$ cat config.mk
export PLATFORM = sky130hd
export DESIGN_NAME = perceptron_train_ctrl_flat
export DESIGN_NICKNAME = d
export VERILOG_FILES = /design/src/rtl/perceptron_pkg.sv /design/src/rtl/perceptron_train_ctrl_if.sv /design/src/rtl/perceptron_sample_buf.sv /design/src/rtl/perceptron_train_ctrl.sv /design/src/flat_wrapper.sv
export SDC_FILE = /design/constraint.sdc
export NUM_CORES = 1
export LEC_CHECK = 0
export CORE_UTILIZATION = 57
export DETAILED_ROUTE_END_ITERATION = 8
export GPL_ROUTABILITY_DRIVEN = 0
export HOLD_SLACK_MARGIN = 0.02
export PLACE_DENSITY = 0.8
export RECOVER_POWER = 50
export SKIP_CTS_REPAIR_TIMING = 1
export SLEW_MARGIN = 40
export SYNTH_ARGS = -nofsm -noshare
export SYNTH_HDL_FRONTEND = slang
export SYNTH_SLANG_ARGS = --single-unit
$ cat constraint.sdc
create_clock -name clk -period 4 [get_ports clk]
set_input_delay 0.4 -clock clk [delete_from_list [all_inputs] [get_ports clk]]
set_output_delay 0.4 -clock clk [all_outputs]
set_load 0.02 [all_outputs]
$ cat src/rtl/perceptron_pkg.sv
// Shared state encoding and default sizing for the perceptron training controller.
// Latency: none, types and constants only.
// Backpressure: none.
package perceptron_pkg;

  localparam int N_IN_DEF  = 16;
  localparam int DEPTH_DEF = 8;
  localparam int EPW_DEF   = 8;

  typedef enum logic [2:0] {
    ST_IDLE,
    ST_ISSUE,
    ST_WAIT,
    ST_CMP,
    ST_UPD,
    ST_EPOCH,
    ST_DONE
  } state_e;

endpackage

$ cat src/rtl/perceptron_train_ctrl_if.sv
// Sample stream plus datapath channels between host, controller and perceptron datapath.
// Latency: wires only.
// Backpressure: s_valid/s_ready on samples; the datapath channels are strobes with no stall.
interface perceptron_train_ctrl_if
  import perceptron_pkg::*;
#(
  parameter int N_IN = N_IN_DEF
);

  logic            s_valid;
  logic            s_ready;
  logic [N_IN-1:0] s_x;
  logic            s_label;

  logic            dp_valid;
  logic [N_IN-1:0] dp_x;
  logic            dp_class_valid;
  logic            dp_class;

  logic            wupd_valid;
  logic            wupd_inc;
  logic [N_IN-1:0] wupd_mask;

  // Environment side: host sample source and the perceptron datapath.
  modport master (
    output s_valid, s_x, s_label, dp_class_valid, dp_class,
    input  s_ready, dp_valid, dp_x, wupd_valid, wupd_inc, wupd_mask
  );

  // Controller side.
  modport slave (
    input  s_valid, s_x, s_label, dp_class_valid, dp_class,
    output s_ready, dp_valid, dp_x, wupd_valid, wupd_inc, wupd_mask
  );

endinterface

$ cat src/rtl/perceptron_sample_buf.sv
// Labelled-sample register file: append-only writes at count, indexed combinational read.
// Latency: write visible one cycle after wr_en_i; read is combinational.
// Backpressure: full_o set at DEPTH entries; writes while full are dropped.
module perceptron_sample_buf
  import perceptron_pkg::*;
#(
  parameter  int N_IN  = N_IN_DEF,
  parameter  int DEPTH = DEPTH_DEF,
  localparam int IW    = $clog2(DEPTH),
  localparam int CW    = $clog2(DEPTH + 1)
) (
  input  logic            clk,
  input  logic            rst_n,
  input  logic            wr_en_i,
  input  logic [N_IN-1:0] wr_x_i,
  input  logic            wr_label_i,
  input  logic            clr_i,
  input  logic [IW-1:0]   rd_idx_i,
  output logic [N_IN-1:0] rd_x_o,
  output logic            rd_label_o,
  output logic [CW-1:0]   count_o,
  output logic            full_o
);

  logic [N_IN-1:0]  x_mem_q [DEPTH];
  logic [DEPTH-1:0] lbl_mem_q;
  logic [CW-1:0]    count_q;
  logic [CW-1:0]    count_d;
  logic             wr_ok;

  assign full_o = (count_q == CW'(DEPTH));
  assign wr_ok  = wr_en_i && !full_o && !clr_i;

  // Occupancy next-state: a clear wins over a same-cycle write.
  always_comb begin
    count_d = count_q;
    if (clr_i) begin
      count_d = '0;
    end else if (wr_ok) begin
      count_d = count_q + CW'(1);
    end
  end

  // Occupancy register; reset empties the buffer.
  always_ff @(posedge clk) begin
    if (!rst_n) begin
      count_q <= '0;
    end else begin
      count_q <= count_d;
    end
  end

  // Storage needs no reset: entries at or above count_q are never read.
  always_ff @(posedge clk) begin
    if (wr_ok) begin
      x_mem_q[count_q[IW-1:0]]   <= wr_x_i;
      lbl_mem_q[count_q[IW-1:0]] <= wr_label_i;
    end
  end

  assign rd_x_o     = x_mem_q[rd_idx_i];
  assign rd_label_o = lbl_mem_q[rd_idx_i];
  assign count_o    = count_q;

endmodule

$ cat src/rtl/perceptron_train_ctrl.sv
// Perceptron training sequencer: replays buffered samples per epoch, issues weight updates on misclassification.
// Latency: start to first dp_valid 1 cycle; >=3 cycles per sample (+1 with update) plus datapath latency.
// Backpressure: samples accepted only in IDLE while not full; waits indefinitely for the datapath result.
module perceptron_train_ctrl
  import perceptron_pkg::*;
#(
  parameter  int N_IN  = N_IN_DEF,
  parameter  int DEPTH = DEPTH_DEF,
  parameter  int EPW   = EPW_DEF,
  localparam int IW    = $clog2(DEPTH),
  localparam int CW    = $clog2(DEPTH + 1)
) (
  input  logic                      clk,
  input  logic                      rst_n,
  perceptron_train_ctrl_if.slave    bus,
  input  logic                      start,
  input  logic                      abort,
  input  logic                      clear,
  input  logic [EPW-1:0]            max_epochs,
  output logic                      busy,
  output logic                      done,
  output logic                      converged,
  output logic [EPW-1:0]            epoch_cnt,
  output logic [CW-1:0]             err_cnt
);

  state_e          state_q;
  logic [IW-1:0]   idx_q;
  logic [EPW-1:0]  limit_q;
  logic [EPW-1:0]  epoch_q;
  logic [CW-1:0]   err_q;
  logic            conv_q;
  logic            label_q;
  logic            class_q;
  logic            dp_valid_q;
  logic [N_IN-1:0] dp_x_q;
  logic            wupd_valid_q;
  logic            wupd_inc_q;
  logic [N_IN-1:0] wupd_mask_q;

  logic [N_IN-1:0] rd_x;
  logic            rd_label;
  logic [CW-1:0]   count;
  logic            full;
  logic [IW-1:0]   rd_idx;
  logic            idle_or_done;
  logic            go;
  logic            buf_clr;
  logic            last;
  logic [EPW-1:0]  epoch_inc;
  logic [CW-1:0]   err_inc;

  assign idle_or_done = (state_q == ST_IDLE) || (state_q == ST_DONE);
  // abort beats start; an empty buffer makes start a no-op.
  assign go           = idle_or_done && start && !abort && (count != '0);
  // start beats clear; clear is ignored while training.
  assign buf_clr      = idle_or_done && clear && !go;
  assign bus.s_ready  = (state_q == ST_IDLE) && !full;
  assign last         = (CW'(idx_q) == count - CW'(1));
  // From CMP/UPD the next sample is idx+1; every other entry into ISSUE starts a pass at 0.
  assign rd_idx       = ((state_q == ST_CMP) || (state_q == ST_UPD)) ? idx_q + IW'(1) : '0;
  assign epoch_inc    = (epoch_q == '1) ? epoch_q : epoch_q + EPW'(1);
  assign err_inc      = (err_q == '1) ? err_q : err_q + CW'(1);

  perceptron_sample_buf #(
    .N_IN  (N_IN),
    .DEPTH (DEPTH)
  ) u_buf (
    .clk        (clk),
    .rst_n      (rst_n),
    .wr_en_i    (bus.s_valid && bus.s_ready),
    .wr_x_i     (bus.s_x),
    .wr_label_i (bus.s_label),
    .clr_i      (buf_clr),
    .rd_idx_i   (rd_idx),
    .rd_x_o     (rd_x),
    .rd_label_o (rd_label),
    .count_o    (count),
    .full_o     (full)
  );

  // Training FSM; strobes are set on the transition so they are high exactly while in ISSUE/UPD.
  always_ff @(posedge clk) begin
    if (!rst_n) begin
      state_q      <= ST_IDLE;
      idx_q        <= '0;
      limit_q      <= '0;
      epoch_q      <= '0;
      err_q        <= '0;
      conv_q       <= 1'b0;
      label_q      <= 1'b0;
      class_q      <= 1'b0;
      dp_valid_q   <= 1'b0;
      dp_x_q       <= '0;
      wupd_valid_q <= 1'b0;
      wupd_inc_q   <= 1'b0;
      wupd_mask_q  <= '0;
    end else begin
      dp_valid_q   <= 1'b0;
      wupd_valid_q <= 1'b0;
      if (abort) begin
        state_q <= ST_IDLE;
      end else begin
        case (state_q)
          ST_IDLE, ST_DONE: begin
            if (go) begin
              state_q    <= ST_ISSUE;
              idx_q      <= '0;
              epoch_q    <= '0;
              err_q      <= '0;
              conv_q     <= 1'b0;
              limit_q    <= (max_epochs == '0) ? EPW'(1) : max_epochs;
              dp_valid_q <= 1'b1;
              dp_x_q     <= rd_x;
              label_q    <= rd_label;
            end else if ((state_q == ST_DONE) && clear) begin
              state_q <= ST_IDLE;
            end
          end
          ST_ISSUE: state_q <= ST_WAIT;
          ST_WAIT: begin
            if (bus.dp_class_valid) begin
              class_q <= bus.dp_class;
              state_q <= ST_CMP;
            end
          end
          ST_CMP, ST_UPD: begin
            if ((state_q == ST_CMP) && (class_q != label_q)) begin
              state_q      <= ST_UPD;
              err_q        <= err_inc;
              wupd_valid_q <= 1'b1;
              wupd_inc_q   <= label_q;
              wupd_mask_q  <= dp_x_q;
            end else if (last) begin
              state_q <= ST_EPOCH;
            end else begin
              state_q    <= ST_ISSUE;
              idx_q      <= idx_q + IW'(1);
              dp_valid_q <= 1'b1;
              dp_x_q     <= rd_x;
              label_q    <= rd_label;
            end
          end
          ST_EPOCH: begin
            epoch_q <= epoch_inc;
            if (err_q == '0) begin
              state_q <= ST_DONE;
              conv_q  <= 1'b1;
            end else if (epoch_inc >= limit_q) begin
              state_q <= ST_DONE;
            end else begin
              state_q    <= ST_ISSUE;
              idx_q      <= '0;
              err_q      <= '0;
              dp_valid_q <= 1'b1;
              dp_x_q     <= rd_x;
              label_q    <= rd_label;
            end
          end
          default: state_q <= ST_IDLE;
        endcase
      end
    end
  end

  assign bus.dp_valid   = dp_valid_q;
  assign bus.dp_x       = dp_x_q;
  assign bus.wupd_valid = wupd_valid_q;
  assign bus.wupd_inc   = wupd_inc_q;
  assign bus.wupd_mask  = wupd_mask_q;
  assign busy           = !idle_or_done;
  assign done           = (state_q == ST_DONE);
  assign converged      = conv_q;
  assign epoch_cnt      = epoch_q;
  assign err_cnt        = err_q;

endmodule

$ cat src/flat_wrapper.sv
// flat-port wrapper written by rule: the top's interface ports become plain ports
module perceptron_train_ctrl_flat import perceptron_pkg::*;
#(
  parameter  int N_IN  = N_IN_DEF,
  parameter  int DEPTH = DEPTH_DEF,
  parameter  int EPW   = EPW_DEF,
  localparam int IW    = $clog2(DEPTH),
  localparam int CW    = $clog2(DEPTH + 1)
)
  (clk, rst_n, start, abort, clear, max_epochs, busy, done, converged, epoch_cnt, err_cnt, bus_s_valid, bus_s_x, bus_s_label, bus_dp_class_valid, bus_dp_class, bus_s_ready, bus_dp_valid, bus_dp_x, bus_wupd_valid, bus_wupd_inc, bus_wupd_mask);
  perceptron_train_ctrl_if #(.N_IN(N_IN)) bus_i ();
  input  logic clk;
  input  logic rst_n;
  input  logic start;
  input  logic abort;
  input  logic clear;
  input  logic [EPW-1:0] max_epochs;
  output logic busy;
  output logic done;
  output logic converged;
  output logic [EPW-1:0] epoch_cnt;
  output logic [CW-1:0] err_cnt;
  input wire logic [$bits(bus_i.s_valid)-1:0] bus_s_valid;
  input wire logic [$bits(bus_i.s_x)-1:0] bus_s_x;
  input wire logic [$bits(bus_i.s_label)-1:0] bus_s_label;
  input wire logic [$bits(bus_i.dp_class_valid)-1:0] bus_dp_class_valid;
  input wire logic [$bits(bus_i.dp_class)-1:0] bus_dp_class;
  output wire logic [$bits(bus_i.s_ready)-1:0] bus_s_ready;
  output wire logic [$bits(bus_i.dp_valid)-1:0] bus_dp_valid;
  output wire logic [$bits(bus_i.dp_x)-1:0] bus_dp_x;
  output wire logic [$bits(bus_i.wupd_valid)-1:0] bus_wupd_valid;
  output wire logic [$bits(bus_i.wupd_inc)-1:0] bus_wupd_inc;
  output wire logic [$bits(bus_i.wupd_mask)-1:0] bus_wupd_mask;
  assign bus_i.s_valid = bus_s_valid;
  assign bus_i.s_x = bus_s_x;
  assign bus_i.s_label = bus_s_label;
  assign bus_i.dp_class_valid = bus_dp_class_valid;
  assign bus_i.dp_class = bus_dp_class;
  assign bus_s_ready = bus_i.s_ready;
  assign bus_dp_valid = bus_i.dp_valid;
  assign bus_dp_x = bus_i.dp_x;
  assign bus_wupd_valid = bus_i.wupd_valid;
  assign bus_wupd_inc = bus_i.wupd_inc;
  assign bus_wupd_mask = bus_i.wupd_mask;
  perceptron_train_ctrl #(.N_IN(N_IN), .DEPTH(DEPTH), .EPW(EPW)) u_core (.clk(clk), .rst_n(rst_n), .bus(bus_i), .start(start), .abort(abort), .clear(clear), .max_epochs(max_epochs), .busy(busy), .done(done), .converged(converged), .epoch_cnt(epoch_cnt), .err_cnt(err_cnt));
endmodule
==> reports/qor.json <==
{
  "slowest_cp_cell": "sky130_fd_sc_hd__a21oi_2",
  "worstMarginPinSlew_ns": 1.26,
  "synth_top_area_share_pct": 47.8,
  "syn_to_final_growth_pct": 18.8,
  "ctsHtreeMaxLevel": 1,
  "grt_setup_unrepaired": "false",
  "placeableCoreArea_um2": 14600,
  "die_width_um": 124,
  "insertion_delay_ns": 0.49,
  "vdd_ir_drop_max_mv": 0.422,
  "drive_gt1_share_pct": 9.18,
  "run_status": "completed",
  "worstRegToRegCells": 11,
  "clock-root-buffer": "sky130_fd_sc_hd__clkbuf_16",
  "route.final.wire_length_mm": 19.3,
  "grt_max_degree": 41,
  "final-max-slew-violation-count": 0,
  "worst-endpoint-required_ns": 4.43,
  "ys_types": 63,
  "vias_per_cell": 6.07,
  "boundaryPins": 84,
  "port_buffers": 83,
  "hold_depth": 2,
  "clkSinkCount": 204,
  "antenna_cells_inserted": 0,
  "max_slew_margin_pct": 15.8,
  "critical_path_class": "flop to flop",
  "setup-tns-final_ns": 0,
  "netlist.top_cell.by_area": "sky130_fd_sc_hd__edfxtp_1",
  "power_leakage_nw": 3.51,
  "clock_tree.buffer_depth": 3,
  "grt_pass1_vias": 5782,
  "path_cells": "ha_1 > and2_0 > nand3_1 > mux2_2 > ha_1 > nor2b_1 > o211ai_1 > a31oi_1 > o21ai_0 > a21oi_2 > a22o_1",
  "syn_inst": 684,
  "ys_top_cells_by_area": "sky130_fd_sc_hd__edfxtp_1 48%, sky130_fd_sc_hd__dfxtp_1 16%, sky130_fd_sc_hd__mux2i_1 6.1%",
  "cts.reportedPaths.clkPinSlew_ns": 0.06,
  "fp.dieH_um": 124,
  "rows": 44,
  "syn-num-nets": 732,
  "worstSetupStartpoint": "u_core.epoch_cnt[0]$_SDFFE_PN0P_",
  "drt_iter0_markers": 509,
  "grt_antenna_before_repair": 0,
  "detail_route.drc_violations": 0,
  "seq_area_frac_synth_pct": 63.8,
  "max_cap_viol_count": 0,
  "leading_register_cell_type_out_of_synthesis": "sky130_fd_sc_hd__edfxtp_1",
  "setup_violations": 0,
  "floorplan.die_area_um2": 15500,
  "initial_utilization_pct": 58.5,
  "final.setup_skew_ns": 0.00668,
  "synthesis.area_um2": 8540,
  "number_of_vias_after_detailed_routing": 5877,
  "postSynthRegisterBits": 204,
  "timing.critical_path.mode_cell": "sky130_fd_sc_hd__ha_1",
  "pwr_density_cell_nw_per_um2": 403,
  "grt_first_pass_wirelength_mm": 30.5,
  "fin_worst_hold_slack_ns": 0.450,
  "layout_worst_path_cycle_share_pct": 91.8,
  "async_flop_share_pct": 0,
  "synth-warning-count": 0,
  "avgRoutedWirePerCell_um": 19.9,
  "dpl.hpwl_mm": 12.2,
  "timing.critical_path.max_delay_family": "compound AO/OA/AOI/OAI gates",
  "critical-path-max-stage-delay_ns": 0.70,
  "critical_path.n_buffers_inverters": 0,
  "overflow": 0,
  "worstSetupStartpointType": "flop",
  "final_nets": 821,
  "hold_class": "flop to flop",
  "ff2ff_setup_slack_ns": 0.33,
  "timing_hold_violations_final": 0,
  "max_clock_freq_mhz": 272,
  "period_needed_ns": 3.67,
  "tritoncts": "yes",
  "cp_data_arrival_time_ns": 4.10,
  "drtPass1Iterations": 5,
  "crit-reg2reg-launch": "u_core.epoch_cnt[0]$_SDFFE_PN0P_",
  "critical_path.endpoint_type": "flop",
  "critPathMaxFanout": 17,
  "critical_path.endpoint": "u_core.label_q$_SDFFE_PN0P_",
  "number_of_synthesized_flops_with_an_enable_pin": 136,
  "antenna_left": 0,
  "cts_buffers": 20,
  "crit_cells": 11,
  "reg2reg_to": "u_core.label_q$_SDFFE_PN0P_",
  "postSynthAreaPerCell_um2": 12.5,
  "grtUsageTotal_pct": 25.1
}
[routing by layer]
layer | vias up | share of wire (%) | GRT usage, % | wire [um]
li1 | 2732 | - | - | -
met4 | 0 | 2.7 | 8.01 | 520
met1 | 2877 | 42 | 33.2 | 8050
met2 | 218 | 49 | 42.6 | 9510
met3 | 50 | 6.1 | 3.87 | 1180
met5 | - | 0 | 0 | 0
[sequential cells by signal (all words and copies together) (netlist names)]
signal                  flops
u_core.bus.dp_valid         1
u_core.bus.dp_x            16
u_core.bus.wupd_inc         1
u_core.bus.wupd_mask       16
u_core.bus.wupd_valid       1
u_core.class_q              1
u_core.converged            1
u_core.epoch_cnt            8
u_core.err_cnt              4
u_core.idx_q                3
u_core.label_q              1
u_core.limit_q              8
u_core.state_q              3
u_core.u_buf.count_o        4
u_core.u_buf.lbl_mem_q      8
u_core.u_buf.x_mem_q      128
[cell usage in the layout (no fill, tap or decap), types with 16 or more instances in the layout]
| master | synthesis | final |
|---|---|---|
| sky130_fd_sc_hd__nand2_1 | 67 | 67 |
| sky130_fd_sc_hd__dfxtp_1 | 68 | 68 |
| sky130_fd_sc_hd__clkdlybuf4s50_1 | 0 | 19 |
| sky130_fd_sc_hd__a21oi_1 | 38 | 37 |
| sky130_fd_sc_hd__inv_1 | 16 | 16 |
| sky130_fd_sc_hd__or2_2 | 20 | 19 |
| sky130_fd_sc_hd__nor2_1 | 66 | 66 |
| sky130_fd_sc_hd__o2111ai_1 | 17 | 17 |
| sky130_fd_sc_hd__mux2i_1 | 52 | 52 |
| sky130_fd_sc_hd__a22o_1 | 17 | 17 |
| sky130_fd_sc_hd__o221ai_1 | 17 | 17 |
| sky130_fd_sc_hd__dlygate4sd3_1 | 0 | 64 |
| sky130_fd_sc_hd__edfxtp_1 | 136 | 136 |
| sky130_fd_sc_hd__clkbuf_16 | 0 | 20 |
[worst min-delay path, cell delays in order, from the launching register on]
cell and delay (ns):
sky130_fd_sc_hd__dfxtp_1 0.30, sky130_fd_sc_hd__nand2_1 0.05, sky130_fd_sc_hd__a21oi_1 0.05
[worst min path at each step]
| stage | start | slack, ns | endpoint |
|---|---|---|---|
| CTS | u_core.bus.wupd_mask[2]$_SDFFE_PN0P_ | 0.45 | u_core.bus.wupd_mask[2]$_SDFFE_PN0P_ |
| floorplan | u_core.limit_q[1]$_SDFFE_PN0P_ | 0.44 | u_core.limit_q[1]$_SDFFE_PN0P_ |
| global route | u_core.bus.wupd_mask[10]$_SDFFE_PN0P_ | 0.47 | u_core.bus.wupd_mask[10]$_SDFFE_PN0P_ |
| detailed placement | u_core.bus.wupd_mask[2]$_SDFFE_PN0P_ | 0.45 | u_core.bus.wupd_mask[2]$_SDFFE_PN0P_ |
| global placement | u_core.bus.wupd_inc$_SDFFE_PN0P_ | 0.44 | u_core.bus.wupd_inc$_SDFFE_PN0P_ |
| finish | u_core.bus.wupd_mask[2]$_SDFFE_PN0P_ | 0.45 | u_core.bus.wupd_mask[2]$_SDFFE_PN0P_ |
[power breakdown]
group,total (mW),internal [mW],leakage [nW],switching [mW]
clock,1.70,0.961,0.282,0.735
sequential,2.27,2.26,1.78,0.00728
combinational,0.120,0.0481,1.45,0.0718
total,4.09,3.27,3.51,0.814
[synth_stat cells, types with 4 or more instances]
master	number
sky130_fd_sc_hd__xnor2_1	9
sky130_fd_sc_hd__o221ai_1	17
sky130_fd_sc_hd__nor3_1	13
sky130_fd_sc_hd__nand2_1	67
sky130_fd_sc_hd__buf_6	6
sky130_fd_sc_hd__a22oi_1	8
sky130_fd_sc_hd__edfxtp_1	136
sky130_fd_sc_hd__inv_1	16
sky130_fd_sc_hd__a22o_1	17
sky130_fd_sc_hd__nor2_1	66
sky130_fd_sc_hd__ha_1	15
sky130_fd_sc_hd__buf_2	7
sky130_fd_sc_hd__or2_2	20
sky130_fd_sc_hd__o2111ai_1	17
sky130_fd_sc_hd__nor2b_1	5
sky130_fd_sc_hd__a31oi_1	5
sky130_fd_sc_hd__mux2i_1	52
sky130_fd_sc_hd__dfxtp_1	68
sky130_fd_sc_hd__nand3_1	8
sky130_fd_sc_hd__nand4_1	5
sky130_fd_sc_hd__o21ai_0	8
sky130_fd_sc_hd__and2_1	4
sky130_fd_sc_hd__nand3b_1	5
sky130_fd_sc_hd__a21oi_1	38
sky130_fd_sc_hd__clkbuf_1	13
sky130_fd_sc_hd__nand2b_1	4
[final cells by class]
type,instances,area [um^2]
Clock buffer,29,554
Fill cell,998,4440
Sequential cell,204,5450
Clock inverter,4,32.5
Timing Repair Buffer,99,963
Tap cell,184,230
Inverter,17,63.8
Multi-Input combinational cell,431,2860
[stage by stage]
| step | setup WS, ns | instances | util [%] | power [mW] | cell area (um^2) |
|---|---|---|---|---|---|
| finish | 0.329 | 968 | 69.6 | 4.09 | 10100 |
| global route | 0.0361 | 968 | 69.6 | 4.19 | 10100 |
| CTS | 0.361 | 968 | 69.6 | 4.11 | 10100 |
| detailed placement | 0.384 | 935 | 65.5 | 2.44 | 9560 |
| global placement | 0.629 | 935 | 65.5 | 2.43 | 9560 |
| floorplan | 0.704 | 684 | - | 2.37 | 8540 |
[cells by family (layout without fill, tap and decap cells)]
kind of cell | after synthesis | after routing | synth area share (%)
DFF | 204 | 204 | 63.8
adders and majority gates | 15 | 15 | 2.20
muxes | 53 | 53 | 6.23
xor gates and xnor gates | 12 | 12 | 1.23
AOI/OAI and AO/OA | 129 | 129 | 10.8
buffers and inverters | 49 | 149 | 2.93
and+or+nand+nor | 222 | 222 | 12.8
Note: power is estimated with default switching activity, not from simulation.
==> variant 1, RTL diff (same flow settings) <==
Change the package constant `DEPTH_DEF` from 8 to 16.
--- a/src/rtl/perceptron_pkg.sv
+++ b/src/rtl/perceptron_pkg.sv
@@ -4,7 +4,7 @@
 package perceptron_pkg;
 
   localparam int N_IN_DEF  = 16;
-  localparam int DEPTH_DEF = 8;
+  localparam int DEPTH_DEF = 16;
   localparam int EPW_DEF   = 8;
 
   typedef enum logic [2:0] {
Interface: changed (resized err_cnt); port bits go from 84 to 85. No check against the original RTL was run, so the function may have changed too.
==> variant 1 against the unedited design <==
Sequential power is 70% higher; clock skew is 0.010 ns higher; wire length is 83% higher; cell area is 66% higher; sequential cell count is 139 higher; synthesized area is 68% higher; setup slack better by 0.13 ns; power is 79% higher; critical endpoint is now u_core.bus.dp_x[12]; largest power group unchanged.
==> variant 1: results (changes against the unedited design) <==
| Metric | Value |
|---|---|
| Initial detailed-routing violation count | `1,201 (+140%)` |
| H-tree level count | `2 (+1)` |
| NumNets Final | `1,215 (+48%)` |
| Gr usage total | `0.274 (+0.0227)` |
| Clock transition at path regs | `0.06 ns (about the same)` |
| Vias in the first global route | `9,299 (+61%)` |
| Post-synth ARST share | `0 (unchanged)` |
| Port bufs | `84 (+1.2%)` |
| Post-synth top cells | `272 x edfxtp_1, 80 x nand2_1, 71 x dfxtp_1` |
| Worst-path fanout max | `14 (-3)` |
| Via count | `9,651 (+64%)` |
| Initial antenna violation count | `0 (unchanged)` |
| Crit-path max cell delay | `0.45 ns (-0.25 ns)` |
| Clock Tree Root | `clkbuf_16` |
| Largest cells by area after synthesis | `edfxtp_1 57%, dfxtp_1 9.9%, mux2i_1 3.3%, a21oi_1 2.2%, mux4_2 2.2%` |
| Crit path arrival time | `3.97 ns (-0.13 ns)` |
| Inserted Clock Buffers | `35 (+75%)` |
| Status | `completed` |
| Post-synthesis sequential area ratio | `0.667 (+0.0292)` |
| Fillers | `1,645 (+65%)` |
| Worst-margin pin slew | `1.14 ns (-0.123 ns)` |
| Sw Ratio | `0.192 (-0.00684)` |
| Worst path slowest cell | `dfxtp_1` |
| Clock Skews | `0.0171 ns (+0.0104 ns)` |
| Max reg flops | `256 (+100%)` |
| Netlist cell types | `62 (-1.6%)` |
| Largest net degree at the start of global routing | `64 (+56%)` |
| Dpl hpwl | `20,600 um (+69%)` |
| Fraction of layout cells with a size suffix above 1 | `0.117 (+0.0254)` |
| Post-Syn Nets | `1,124 (+54%)` |
| Worst skew pair latency | `0.51 ns (+0.02 ns)` |
| CTS Buffer Depth | `3 (unchanged)` |
| Pre-CTS setup slack | `0.542 ns (+0.157 ns)` |
| Leakage | `0.00565 uW (+61%)` |
| Hold Path Class | `reg2reg` |
| Syn. warnings | `0 (unchanged)` |
| First-pass GRT wire length | `53,500 um (+76%)` |
| WL final | `35,300 um (+83%)` |
| First-pass iteration count of the detailed router | `6 (+1)` |
| Post-synth EDFFs | `272 (+100%)` |
| Worst vdd ir | `453 uV (+7.2%)` |
[variant 1: worst max-delay path, delay by kind of cell (launching register included)]
| kind | cells | cell delay (ns) |
|---|---|---|
| DFF | 1 | 0.45 |
| and+or+nand+nor | 4 | 0.90 |
| AOI/OAI and AO/OA | 4 | 1.39 |
| adders and majority gates | 2 | 0.51 |
| xor gates and xnor gates | 1 | 0.21 |
[variant 1: routing by layer]
| layer | global-route usage | vias up | wire (um) |
|---|---|---|---|
| met4 | 0.115 | 0 | 1230 |
| met1 | 0.375 | 4709 | 14200 |
| met2 | 0.432 | 535 | 16500 |
| li1 | - | 4310 | - |
| met5 | 0 | - | 0 |
| met3 | 0.0532 | 97 | 3300 |
[variant 1: final cells by class]
cell class              count  share of cell area
clock buffers              43              0.0589
inverters                  17             0.00380
well taps                 324              0.0241
diodes                      1            0.000149
flip-flops and latches    343               0.571
repair buffers            120              0.0661
clock inverters            16              0.0102
multi-input cells         647               0.266
[variant 1: path summary, 6_finish.rpt]
| path | startpoint | to | slack (ns) | cells after the start |
|---|---|---|---|---|
| min reg2reg | u_core.bus.wupd_mask[9] | u_core.bus.wupd_mask[9] | 0.45 | 2 |
| max | u_core.epoch_cnt[0] | u_core.bus.dp_x[12] | 0.46 | 11 |
| min | u_core.bus.wupd_mask[9] | u_core.bus.wupd_mask[9] | 0.45 | 2 |
| max reg2reg | u_core.epoch_cnt[0] | u_core.bus.dp_x[12] | 0.46 | 11 |
[variant 1: stage by stage]
| stage | cell area, sq um | std cells |
|---|---|---|
| final | 16800 | 1511 |
| after detailed placement | 15700 | 1451 |
| after global routing | 16800 | 1510 |
| after global placement | 15700 | 1451 |
| after CTS | 16800 | 1510 |
| after floorplan | 14400 | 1073 |
[variant 1: logic make-up after synthesis]
logic type | Yosys count | share of synthesized area
flops | 343 | 0.667
compound gates | 268 | 0.119
simple gates | 267 | 0.0953
buf+inv | 83 | 0.0262
mux | 77 | 0.0671
fa+ha+maj | 19 | 0.0164
xor+xnor | 16 | 0.00974
[variant 1: power groups by stage]
stage	sequential [uW]	combinational, uW	clock, uW
2_1_floorplan	3940	52.5	0
3_3_place_gp	3940	147	0
3_5_place_dp	3940	152	0
4_1_cts	3870	152	3330
5_1_grt	3870	161	3450
6_report	3870	150	3300
==> variant 2, RTL diff (same flow settings) <==
Made on the original files. The 7 states of `state_e` get a Gray code encoding in 3 bits.
--- a/src/rtl/perceptron_pkg.sv
+++ b/src/rtl/perceptron_pkg.sv
@@ -8,13 +8,13 @@
   localparam int EPW_DEF   = 8;
 
   typedef enum logic [2:0] {
-    ST_IDLE,
-    ST_ISSUE,
-    ST_WAIT,
-    ST_CMP,
-    ST_UPD,
-    ST_EPOCH,
-    ST_DONE
+    ST_IDLE  = 3'b000,
+    ST_ISSUE = 3'b001,
+    ST_WAIT  = 3'b011,
+    ST_CMP   = 3'b010,
+    ST_UPD   = 3'b110,
+    ST_EPOCH = 3'b111,
+    ST_DONE  = 3'b101
   } state_e;
 
 endpackage
Behaviour: no difference found for any inputs over 4 cycles, from zero or initial values and one cycle with rst_n low; so few cycles prove little.
==> variant 2 against the unedited design <==
Synthesized cell count up 4.1%; highest routed layer unchanged; worst hold slack got worse by 0.0022 ns; first-iteration DRC count rose by 17%; sequential cell count is the same; cell area grew 0.74%; critical endpoint is now u_core.bus.dp_x[6]; critical path depth unchanged; cell count is 2.5% higher; power is 4.0% higher; die area about the same; sequential share of layout area shrank 0.38 points; setup slack gained 0.16 ns; synthesized area about the same; wire length grew 1.5%.
==> variant 2: results (changes against the unedited design) <==
| Metric | Value |
|---|---|
| Post-synthesis sequential area ratio | `0.637 (about the same)` |
| R2R setup slack | `0.48 ns (+0.16 ns)` |
| Synthesis-to-layout area growth | `19.6%` |
| Clock Skews | `0.0116 ns (+0.00489 ns)` |
| Status | `completed` |
| Via count | `6,188 (+5.3%)` |
| Dpl hpwl | `12,100 um (-0.40%)` |
| Post-synth top cells | `136 x edfxtp_1, 88 x nand2_1, 68 x dfxtp_1` |
| Gr usage total | `0.254 (+0.00301)` |
| Leakage | `0.00344 uW (-1.9%)` |
| Hold Crit Endpoint | `u_core.bus.wupd_mask[3]` |
| Crit path time final | `3.52 ns (-0.156 ns)` |
| Fraction of the mapped netlist area in adder cells | `0.0220 (about the same)` |
| Largest cells by area after synthesis | `edfxtp_1 48%, dfxtp_1 16%, nand2_1 3.9%, a21oi_1 3.3%, mux2i_1 3.2%` |
| Crit path arrival time | `3.93 ns (-0.17 ns)` |
| Worst vdd ir | `384 uV (-9.2%)` |
| Fillers | `932 (-6.6%)` |
| NumNets Final | `841 (+2.4%)` |
| Pre-CTS setup slack | `0.514 ns (+0.129 ns)` |
| CP Launch Point | `u_core.epoch_cnt[3]` |
| Largest net degree at the start of global routing | `55 (+34%)` |
| Worst-margin pin slew | `0.865 ns (-0.398 ns)` |
| CP endpoint | `u_core.bus.dp_x[6]` |
| Worst path slowest cell | `o41ai_2` |
| Fraction of layout cells with a size suffix above 1 | `0.0829 (-0.00892)` |
| Netlist cell types | `59 (-6.3%)` |
| Vias per cell | `6.24 (+2.7%)` |
| Fin Hold WS | `0.448 ns (-0.00225 ns)` |
| Crit-path max cell delay | `0.65 ns (-0.05 ns)` |
| Inserted Clock Buffers | `21 (+5.0%)` |
| Placed cell count | `954 (+2.0%)` |
| First-pass GRT wire length | `31,400 um (+3.2%)` |
| Routed length per instance | `19.7 um (-0.96%)` |
==> variant 2: cell count changes in the layout (fill, tap and decap cells not counted), moves of 16 or more <==
cell | unedited run | this run
nor2_1 | 66 | 39
mux2i_1 | 52 | 27
nand2_1 | 67 | 88
a21oi_1 | 37 | 56
or2_2 | 19 | 1
a32o_1 | 0 | 17
o2111ai_1 | 17 | 0
o211ai_1 | 2 | 19
o21ai_0 | 8 | 25
nand2b_1 | 4 | 20
nand3_1 | 8 | 24
==> variant 2: layer usage <==
metal / global-route usage / part of all wire
met1: 0.353 / 0.42
met2: 0.405 / 0.47
met3: 0.0378 / 0.079
met4: 0.0971 / 0.027
met5: 0 / 0
==> variant 2: cell type report <==
type,instances,area share
sequential,204,0.533
multi-input combinational,450,0.282
timing repair buffer,100,0.0937
clock buffer,27,0.0547
tap,184,0.0225
clock inverter,11,0.00844
inverter,16,0.00587
==> variant 2: power by group <==
part	internal, uW	switching [uW]
registers	2270	8.42
logic	56.5	87.0
clock network	1060	777
total	3380	873
